<file path="config.mk">
export PLATFORM = sky130hd
export DESIGN_NAME = uart_cmd_arb_flat
export DESIGN_NICKNAME = d
export VERILOG_FILES = /design/src/rtl/uart_cmd_arb_if.sv /design/src/rtl/uart_cmd_arb.sv /design/src/flat_wrapper.sv
export SDC_FILE = /design/constraint.sdc
export NUM_CORES = 1
export LEC_CHECK = 0
export CAP_MARGIN = 15
export CELL_PAD_IN_SITES_DETAIL_PLACEMENT = 0
export CELL_PAD_IN_SITES_GLOBAL_PLACEMENT = 1
export CORE_MARGIN = 2
export CORE_UTILIZATION = 37
export DETAILED_ROUTE_END_ITERATION = 8
export PLACE_DENSITY_LB_ADDON = 0.1
export SKIP_LAST_GASP = 1
export SLEW_MARGIN = 20
export SYNTH_ARGS = -nofsm -noshare
export SYNTH_HDL_FRONTEND = slang
export SYNTH_SLANG_ARGS = --single-unit
</file>
<file path="constraint.sdc">
create_clock -name clk -period 3.47 [get_ports clk]
set_clock_uncertainty 0.2 [all_clocks]
set_input_delay 0.347 -clock clk [delete_from_list [all_inputs] [get_ports clk]]
set_output_delay 0.347 -clock clk [all_outputs]
set_load 0.1 [all_outputs]
</file>
<file path="src/rtl/uart_cmd_arb_if.sv">
// Requester-side and UART-side handshake bundle for the shared UART command arbiter.
interface uart_cmd_arb_if #(
  parameter int NUM_REQ    = 4,
  parameter int CMD_WIDTH  = 16,
  parameter int READ_WIDTH = 8
);
  logic [NUM_REQ*CMD_WIDTH-1:0] req_cmd;
  logic [NUM_REQ-1:0]           req_vld;
  logic [NUM_REQ-1:0]           req_rdy;
  logic [READ_WIDTH-1:0]        rsp_data;
  logic [NUM_REQ-1:0]           rsp_vld;
  logic [NUM_REQ-1:0]           rsp_err;
  logic [CMD_WIDTH-1:0]         cmd_in;
  logic                         cmd_vld;
  logic                         cmd_rdy;
  logic                         read_rdy;
  logic [READ_WIDTH-1:0]        read_data;
  logic                         busy;

  modport master (
    input  req_cmd, req_vld, cmd_rdy, read_rdy, read_data,
    output req_rdy, rsp_data, rsp_vld, rsp_err, cmd_in, cmd_vld, busy
  );
  modport slave (
    output req_cmd, req_vld, cmd_rdy, read_rdy, read_data,
    input  req_rdy, rsp_data, rsp_vld, rsp_err, cmd_in, cmd_vld, busy
  );
endinterface

</file>
<file path="src/rtl/uart_cmd_arb.sv">
// Round-robin arbiter sharing one UART command port among NUM_REQ requesters,
// with read-data routing back to the issuing requester and a read timeout.
module uart_cmd_arb_lane (
  input  logic clk,
  input  logic rst,
  input  logic take,
  input  logic is_win,
  input  logic is_own,
  input  logic hit,
  input  logic tmo,
  output logic q_rdy,
  output logic q_vld,
  output logic q_err
);
  always_ff @(posedge clk or posedge rst) begin
    if (rst) begin
      q_rdy <= 1'b0;
      q_vld <= 1'b0;
      q_err <= 1'b0;
    end else begin
      q_rdy <= take & is_win;
      q_vld <= hit & is_own;
      q_err <= tmo & is_own;
    end
  end
endmodule

module uart_cmd_arb #(
  parameter int          NUM_REQ    = 4,
  parameter int          CMD_WIDTH  = 16,
  parameter int          READ_WIDTH = 8,
  parameter logic [15:0] TIMEOUT    = 16'd60000
) (
  input logic            clk,
  input logic            rst,
  uart_cmd_arb_if.master bus
);
  localparam int IW = $clog2(NUM_REQ);

  typedef enum logic [2:0] {IDLE, ISSUE, WAIT_BUSY, WAIT_DONE, WAIT_RSP} state_t;

  state_t                state, state_d;
  logic [IW-1:0]         rr_ptr, grant, win_idx;
  logic                  win_found, take, rd_hit, rd_tmo;
  logic [CMD_WIDTH-1:0]  cmd_lat;
  logic [15:0]           tcnt;
  logic [NUM_REQ-1:0]    rdy_q, vld_q, err_q;

  function automatic logic [IW-1:0] wrap_inc(input logic [IW-1:0] v);
    return (v == IW'(NUM_REQ-1)) ? '0 : v + 1'b1;
  endfunction

  // First set req_vld searching upward from rr_ptr, wrapping at NUM_REQ-1.
  always_comb begin
    logic [IW-1:0] scan;
    win_found = 1'b0;
    win_idx   = '0;
    scan      = rr_ptr;
    for (int i = 0; i < NUM_REQ; i++) begin
      if (!win_found && bus.req_vld[scan]) begin
        win_found = 1'b1;
        win_idx   = scan;
      end
      scan = wrap_inc(scan);
    end
  end

  always_ff @(posedge clk or posedge rst) begin
    if (rst) state <= IDLE;
    else     state <= state_d;
  end

  always_comb begin
    state_d = state;
    take    = 1'b0;
    rd_hit  = 1'b0;
    rd_tmo  = 1'b0;
    case (state)
      IDLE: if (win_found) begin
        state_d = ISSUE;
        take    = 1'b1;
      end
      ISSUE:     if (bus.cmd_vld && bus.cmd_rdy) state_d = WAIT_BUSY;
      WAIT_BUSY: if (!bus.cmd_rdy) state_d = WAIT_DONE;
      WAIT_DONE: if (bus.cmd_rdy) state_d = cmd_lat[CMD_WIDTH-1] ? WAIT_RSP : IDLE;
      WAIT_RSP: begin
        // Data arriving on the timeout cycle takes priority over the error.
        if (bus.read_rdy) begin
          rd_hit  = 1'b1;
          state_d = IDLE;
        end else if (tcnt == TIMEOUT - 16'd1) begin
          rd_tmo  = 1'b1;
          state_d = IDLE;
        end
      end
      default: state_d = IDLE;
    endcase
  end

  always_ff @(posedge clk or posedge rst) begin
    if (rst) begin
      rr_ptr       <= '0;
      grant        <= '0;
      cmd_lat      <= '0;
      tcnt         <= '0;
      bus.cmd_vld  <= 1'b0;
      bus.cmd_in   <= '0;
      bus.rsp_data <= '0;
    end else begin
      case (state)
        IDLE: if (take) begin
          grant   <= win_idx;
          cmd_lat <= bus.req_cmd[win_idx*CMD_WIDTH +: CMD_WIDTH];
          rr_ptr  <= wrap_inc(win_idx);
        end
        ISSUE: begin
          if (!bus.cmd_vld) begin
            bus.cmd_vld <= 1'b1;
            bus.cmd_in  <= cmd_lat;
          end else if (bus.cmd_rdy) begin
            bus.cmd_vld <= 1'b0;
          end
        end
        WAIT_DONE: tcnt <= '0;
        WAIT_RSP: begin
          if (rd_hit) bus.rsp_data <= bus.read_data;
          else        tcnt <= tcnt + 16'd1;
        end
        default: ;
      endcase
    end
  end

  for (genvar gi = 0; gi < NUM_REQ; gi++) begin : g_lane
    uart_cmd_arb_lane u_lane (
      .clk    (clk),
      .rst    (rst),
      .take   (take),
      .is_win (win_idx == IW'(gi)),
      .is_own (grant == IW'(gi)),
      .hit    (rd_hit),
      .tmo    (rd_tmo),
      .q_rdy  (rdy_q[gi]),
      .q_vld  (vld_q[gi]),
      .q_err  (err_q[gi])
    );
  end

  assign bus.req_rdy = rdy_q;
  assign bus.rsp_vld = vld_q;
  assign bus.rsp_err = err_q;
  assign bus.busy    = (state != IDLE);
endmodule

</file>
<file path="src/flat_wrapper.sv">
// flat-port wrapper written by rule: the top's interface ports become plain ports
module uart_cmd_arb_flat 
#(
  parameter int          NUM_REQ    = 4,
  parameter int          CMD_WIDTH  = 16,
  parameter int          READ_WIDTH = 8,
  parameter logic [15:0] TIMEOUT    = 16'd60000
)
  (clk, rst, bus_req_cmd, bus_req_vld, bus_cmd_rdy, bus_read_rdy, bus_read_data, bus_req_rdy, bus_rsp_data, bus_rsp_vld, bus_rsp_err, bus_cmd_in, bus_cmd_vld, bus_busy);
  uart_cmd_arb_if #(.NUM_REQ(NUM_REQ), .CMD_WIDTH(CMD_WIDTH), .READ_WIDTH(READ_WIDTH)) bus_i ();
  input logic clk;
  input logic rst;
  input wire logic [$bits(bus_i.req_cmd)-1:0] bus_req_cmd;
  input wire logic [$bits(bus_i.req_vld)-1:0] bus_req_vld;
  input wire logic [$bits(bus_i.cmd_rdy)-1:0] bus_cmd_rdy;
  input wire logic [$bits(bus_i.read_rdy)-1:0] bus_read_rdy;
  input wire logic [$bits(bus_i.read_data)-1:0] bus_read_data;
  output wire logic [$bits(bus_i.req_rdy)-1:0] bus_req_rdy;
  output wire logic [$bits(bus_i.rsp_data)-1:0] bus_rsp_data;
  output wire logic [$bits(bus_i.rsp_vld)-1:0] bus_rsp_vld;
  output wire logic [$bits(bus_i.rsp_err)-1:0] bus_rsp_err;
  output wire logic [$bits(bus_i.cmd_in)-1:0] bus_cmd_in;
  output wire logic [$bits(bus_i.cmd_vld)-1:0] bus_cmd_vld;
  output wire logic [$bits(bus_i.busy)-1:0] bus_busy;
  assign bus_i.req_cmd = bus_req_cmd;
  assign bus_i.req_vld = bus_req_vld;
  assign bus_i.cmd_rdy = bus_cmd_rdy;
  assign bus_i.read_rdy = bus_read_rdy;
  assign bus_i.read_data = bus_read_data;
  assign bus_req_rdy = bus_i.req_rdy;
  assign bus_rsp_data = bus_i.rsp_data;
  assign bus_rsp_vld = bus_i.rsp_vld;
  assign bus_rsp_err = bus_i.rsp_err;
  assign bus_cmd_in = bus_i.cmd_in;
  assign bus_cmd_vld = bus_i.cmd_vld;
  assign bus_busy = bus_i.busy;
  uart_cmd_arb #(.NUM_REQ(NUM_REQ), .CMD_WIDTH(CMD_WIDTH), .READ_WIDTH(READ_WIDTH), .TIMEOUT(TIMEOUT)) u_core (.clk(clk), .rst(rst), .bus(bus_i));
endmodule
</file>
== After elaboration in Yosys (flattened, before gate mapping) ==
Index checks and enable logic that the tools add are counted.

* Register bits: 76
* Latch bits: 0
* RAM bits: 0
* Memory bits (read-only): 0
* Input port bits: 80
* Output and inout port bits: 38
* Word-level logic and storage cells: 119
* Memories: 0

* $add $sub $neg: 5
* Multipliers: 0
* Div/mod/pow operators: 0
* $lt $le $gt $ge: 4
* Equality and inequality tests: 20
* Shift operators: 1
* Muxes and demuxes: 39
* Bitwise logic cells: 13
* Reduce and logical (&&, ||, !) cells: 17

{| class="wikitable"
|+ Operator list
! kind !! count
|-
| indexed part select 64 x 7 -> 16 bit || 1
|-
| one-hot mux 16 bit (2 select lines) || 1
|-
| two-way mux 3 bit || 7
|-
| two-way mux 1 bit || 17
|-
| adder 16 x 1 -> 16 bit, second input constant || 1
|-
| == test 16 bit, second input constant || 1
|-
| two-way mux 16 bit || 1
|-
| two-way mux 2 bit || 8
|-
| one-hot mux 3 bit (5 select lines) || 1
|-
| == test 2 bit, second input constant || 7
|-
| AND 1 bit || 12
|-
| < comparator 2 x 3 -> 1 bit, second input constant || 4
|-
| adder 2 x 1 -> 2 bit, second input constant || 4
|-
| binary-select mux 1 bit (select 2 bit) || 4
|-
| AND reduction 2 bit || 4
|-
| == test 3 x 2 -> 1 bit, second input constant || 2
|-
| != test 2 bit, second input constant || 3
|-
| AND reduction 5 bit || 1
|-
| == test 2 x 1 -> 1 bit, second input constant || 2
|-
| logical AND 1 bit || 4
|-
| logical NOT 2 bit || 2
|-
| != test 2 x 1 -> 1 bit, second input constant || 2
|-
| == test 3 x 1 -> 1 bit, second input constant || 1
|-
| == test 3 bit, second input constant || 1
|-
| other kinds (6) || 8
|}

== Depth between registers and ports, before layout ==
* Depth after elaboration: 15
* Gate-level depth with buffers: 14
* Gate-level depth less buffers: 10

== Modules after synthesis ==
Synthesis repeated with hierarchy kept, for this count alone.

* Cell total of the unflattened synthesis: 353
* Area, all modules: 3,978.8 um^2

{| class="wikitable"
|+ By module, submodules not included
! module !! instances !! cells each !! area each (um^2) !! sequential area each (um^2)
|-
| uart_cmd_arb || 1 || 325 || 3,588.4 || 1,601.5
|-
| uart_cmd_arb_lane || 4 || 7 || 97.6 || 75.1
|}

== Worst setup path after synthesis ==
OpenSTA, ideal clock, no wires.

* Path kind: register to register
* Start: register u_core.rr_ptr[1]
* End: register u_core.rr_ptr[1]
* Setup time: 0.083 ns
* Arrival: 2.586 ns
* Required time: 3.187 ns
* Path slack: 0.601 ns
* Cell stages (with the launch flop): 12
* Buffers on the path: 3
* Cells stage by stage: dfrtp_1 -> ha_1 -> buf_6 -> mux4_2 -> o21ai_1 -> a22oi_1 -> o221ai_2 -> buf_6 -> buf_6 -> inv_1 -> ha_1 -> o21ai_0

* Elaborated cells on any way between the ends: 37
* Those cells by class: 4 x add/sub; 4 x eq/ne; 22 x mux; 7 x reduce/logical

{| class="wikitable"
|+ RTL lines
! element !! RTL line !! source
|-
| from (decl) || uart_cmd_arb.sv:43 || <nowiki>logic [IW-1:0] rr_ptr, grant, win_idx;</nowiki>
|-
| from (signal assigned) || uart_cmd_arb.sv:114 || <nowiki>rr_ptr <= wrap_inc(win_idx);</nowiki>
|-
| parallel branches: the longest is 11 deep, another holds adder 2 x 1 -> 2 bit || n/a ||
|-
| two-way mux 2 bit (*) || uart_cmd_arb.sv:60 || <nowiki>if (!win_found && bus.req_vld[scan]) begin</nowiki>
|-
| net u_core.win_idx[0] || uart_cmd_arb.sv:43 ||
|-
| adder 2 x 1 -> 2 bit / == test 2 bit (equally long branches) || uart_cmd_arb.sv:50 || <nowiki>return (v == IW'(NUM_REQ-1)) ? '0 : v + 1'b1;</nowiki>
|-
| two-way mux 2 bit (*) || uart_cmd_arb.sv:50 ||
|}

Mark *: on every way through the listed nets, which the timed path passes. The select of a mux whose other input is x is not followed.
A chain may end at the register's enable or synchronous reset.

== Worst setup path in the final report ==
* Start: register u_core.rr_ptr[0]
* End: register u_core.rr_ptr[1]

* Cells in the longest elaborated chain, start to end: 15
* Elaborated cells on any way between the ends: 37
* Those cells by class: 4 x add/sub; 4 x eq/ne; 22 x mux; 7 x reduce/logical

{| class="wikitable"
|+ Ends and longest elaborated chain
! element
|-
| parallel branches: the longest is 15 deep, another holds adder 2 x 1 -> 2 bit
|}

Parallel ways; which one is timed is not known. The select of a mux whose other input is x is not followed.

==> results by group <==
Run status
  • Outcome: finished, final reports clean

Worst hold path
  • Min-delay worst type: input pin to asynchronous set/reset pin

CTS
  • Total CTS buffers: 9
  • H-tree Lvls: 3
  • CTS resizes: 0
  • Clock sink count: 76
  • CTS tree: yes
  • Setup bufs post-CTS: 0
  • Clk_lat worst skew: between 0.3 and 0.4 ns
  • Hold buffer count at CTS: 0
  • CTS root buf: clkbuf_16
  • Clock Tree Buf Depth: 2
  • Worst-path clk slew: 0.06 ns

Route
  • Drt via density: 5.06
  • Detail Route Antenna Nets: 0
  • WL per Instance: 15.2 microns
  • Residual DRC: 0
  • WL final: 10.1 mm
  • Vias: 3357
  • DR iter-0 viols: 119
  • TritonRoute pass-1 iters: 4

Synthesis
  • Sequential-to-total area share from yosys stat: 44.7%
  • Synth async-reset ratio: between 90% and 100%
  • Share of the synthesized area in the top cell type: 44.7%
  • Unique masters post-synth: 51
  • Most frequent cell after synthesis: dfrtp_1
  • Most frequent cells after synthesis: dfrtp_1 (76), nand2_1 (59), mux2i_1 (35)
  • Synthesized cell area: 0.00426 sq mm
  • Post-synth top area cell: dfrtp_1
  • Post-Syn Instances: 413
  • Net Count, Synth: between 400 and 500
  • Main synth FF type: dfrtp_1
  • Synth area leaders: dfrtp_1 (45%), mux2i_1 (8.2%), nand2_1 (5.2%)
  • Post-synthesis register bit count: 76
  • Syn Area/Cell: around 10 sq um
  • Number of flops mapped to enable cells by yosys: 0
  • Ys Warns: 0

Critical path
  • Critical path's largest stage delay: a little over 0.6 ns
  • Kind of cell adding the most delay to the critical path: adder cells
  • Reg2reg setup slack: 0.28 ns
  • Crit path cell chain: ha_1 -> mux4_2 -> o21ai_1 -> a22oi_1 -> o221ai_4 -> buf_12 -> inv_1 -> ha_1 -> o21ai_0
  • Worst EP required: around 3.5 ns
  • Crit path capture type: flip-flop
  • Crit path max fanout: 36
  • Kind of critical path: flip-flop to flip-flop
  • CP most frequent cell: ha_1
  • Worst setup startpoint: u_core.rr_ptr[0]
  • Type of origin of the critical path: flip-flop
  • Critical path arrival: 3.24 ns
  • CP Buf/Inv Count: 2
  • Critical R2R Launch: u_core.rr_ptr[0]
  • CP max-delay cell: mux4_2

Floorplan
  • I/O pins: 118
  • Row Count: 39
  • Die area: ~0.012 sq mm
  • Die height: 111 microns
  • Initial core utilization: 37.6%
  • Die Width: about 110 microns
  • Core area: 0.0113 sq mm

STA
  • Worst-margin pin slew: 1.02 ns
  • Fin Setup TNS: 0 ns
  • Final Hold Viols: 0
  • Max-Slew Margin vs Limit: 31.6%
  • # setup viols final: 0
  • RSZ-0062 raised after global routing: false
  • Tcrit/Tclk final: 91.8%
  • Slew Limit Fails: 0
  • Minimum clock period: between 3 and 4 ns
  • Final worst slack: 0.284 ns
  • F_max: 314 MHz

Power
  • Power consumption: 5980 uW
  • Static leakage: ~0.0025 uW
  • VDD IR max: 0.679 mV
  • Pwr/cell area: 1030 mW/mm^2

GRT
  • GRT Resource Usage Total: between 10% and 20%
  • Number of global-route vias before repair: between 3000 and 4000
  • First-pass GRT wire length: about 17 mm
  • Initial antenna violation count: 0
  • Total grt overflow: 0
  • Largest net degree at the start of global routing: 77

Place
  • Gp weighted congestion: between 0.8 and 0.9
  • Buffers on Ports: 117
  • Placed Cells: around 650
  • Hpwl dp: 7.26 mm
  • Dpl ws: between 0.2 and 0.25 ns

Flow run
  • Max-cap violations: 0

Cells and area
  • Final Util: 51.2%
  • Register area: 0.00190 sq mm
  • Area occupied by multi-input gates: 0.00202 sq mm
  • Antenna cells: 0
  • Layout cells sized above 1: 13.8%
  • Fillers: 1108
  • Final net count: ~600
  • Area Growth Syn to Fin: 36.2%
  • Non-Filler Instances: 663
-- worst min-delay path, cell delays in order --
cell,delay (ns)
clkdlybuf4s50_1,0.41
inv_2,0.07
buf_12,0.33
-- where the power goes --
part / internal (uW) / total [uW] / switching, uW
Clock: 670 / 1040 / 370
Sequential: 1170 / 1360 / 192
Combinational: 1290 / 3590 / 2300
-- routing by layer --
layer  global-route usage, %  up-vias  wire (microns)
met5                       0        -               0
met4                    5.51        0             148
met3                    5.90       12             569
met2                    28.9       86            5160
met1                    19.2     1612            4230
li1                        -     1647               -
-- worst paths after layout --
| kind | end | depth (start not counted) |
|---|---|---|
| max reg2reg | u_core.rr_ptr[1] | 9 |
| max | u_core.rr_ptr[1] | 9 |
| min in group clk | u_core.bus.rsp_data[3] | 2 |
| min | u_core.bus.rsp_data[4] | 3 |
| max in group asynchronous | u_core.grant[0] | 3 |
| min reg2reg | u_core.bus.rsp_data[3] | 2 |
-- cells by family after synthesis --
logic type	count (synthesis)	synth area share, %
and+or+nand+nor	146	16.5
DFF	76	44.7
AOI/OAI and AO/OA	64	12.7
buffers and inverters	55	8.17
muxes	54	13.8
xor gates and xnor gates	12	2.47
adders and majority gates	6	1.76
-- registers in the layout, summed over array words and instances, names as in the netlist, 3 cells and up --
name	flops
u_core.cmd_lat	16
u_core.bus.rsp_data	8
u_core.g_lane.u_lane.q_err	4
u_core.g_lane.u_lane.q_rdy	4
u_core.bus.cmd_in	16
u_core.tcnt	16
u_core.state	3
u_core.g_lane.u_lane.q_vld	4
-- final cells by class --
cell class / instances / share of cell area [%]
Multi-Input combinational cell: 282 / 34.9
Sequential cell: 76 / 32.8
Timing Repair Buffer: 132 / 22.5
Clock buffer: 11 / 4.36
Tap cell: 143 / 3.08
Clock inverter: 5 / 1.45
Inverter: 14 / 0.906
-- metrics by stage --
step                cell area, sq um  hold WS, ns
floorplan                       4260        0.250
global placement                5460        0.258
detailed placement              5460        0.265
CTS                             5800        0.229
global route                    5800        0.247
finish                          5800        0.213
-- cells in the final DEF, fill, tap and decap left out, types with 3 or more instances in the layout --
master           synthesis  layout
nand3_1                  7       7
a21oi_1                 15      15
nand4_1                  5       5
or3_1                    6       6
clkbuf_16                0       9
mux2_2                  17      17
nor3_1                  10      10
xor2_1                   6       6
clkdlybuf4s50_1          0     116
ha_1                     6       6
o21ai_1                  6       5
nand3b_1                 6       6
dfrtp_1                 76      76
inv_1                   13      12
o211ai_1                 3       3
nand2_1                 59      59
xnor2_1                  6       6
o21ai_0                  9       9
a21o_1                   3       3
buf_4                   15      14
nor2_1                  34      34
mux2i_1                 35      35
o221ai_2                14      13
o221ai_1                 3       3
and3_1                   3       3
Note: power is estimated with default switching activity, not from simulation.
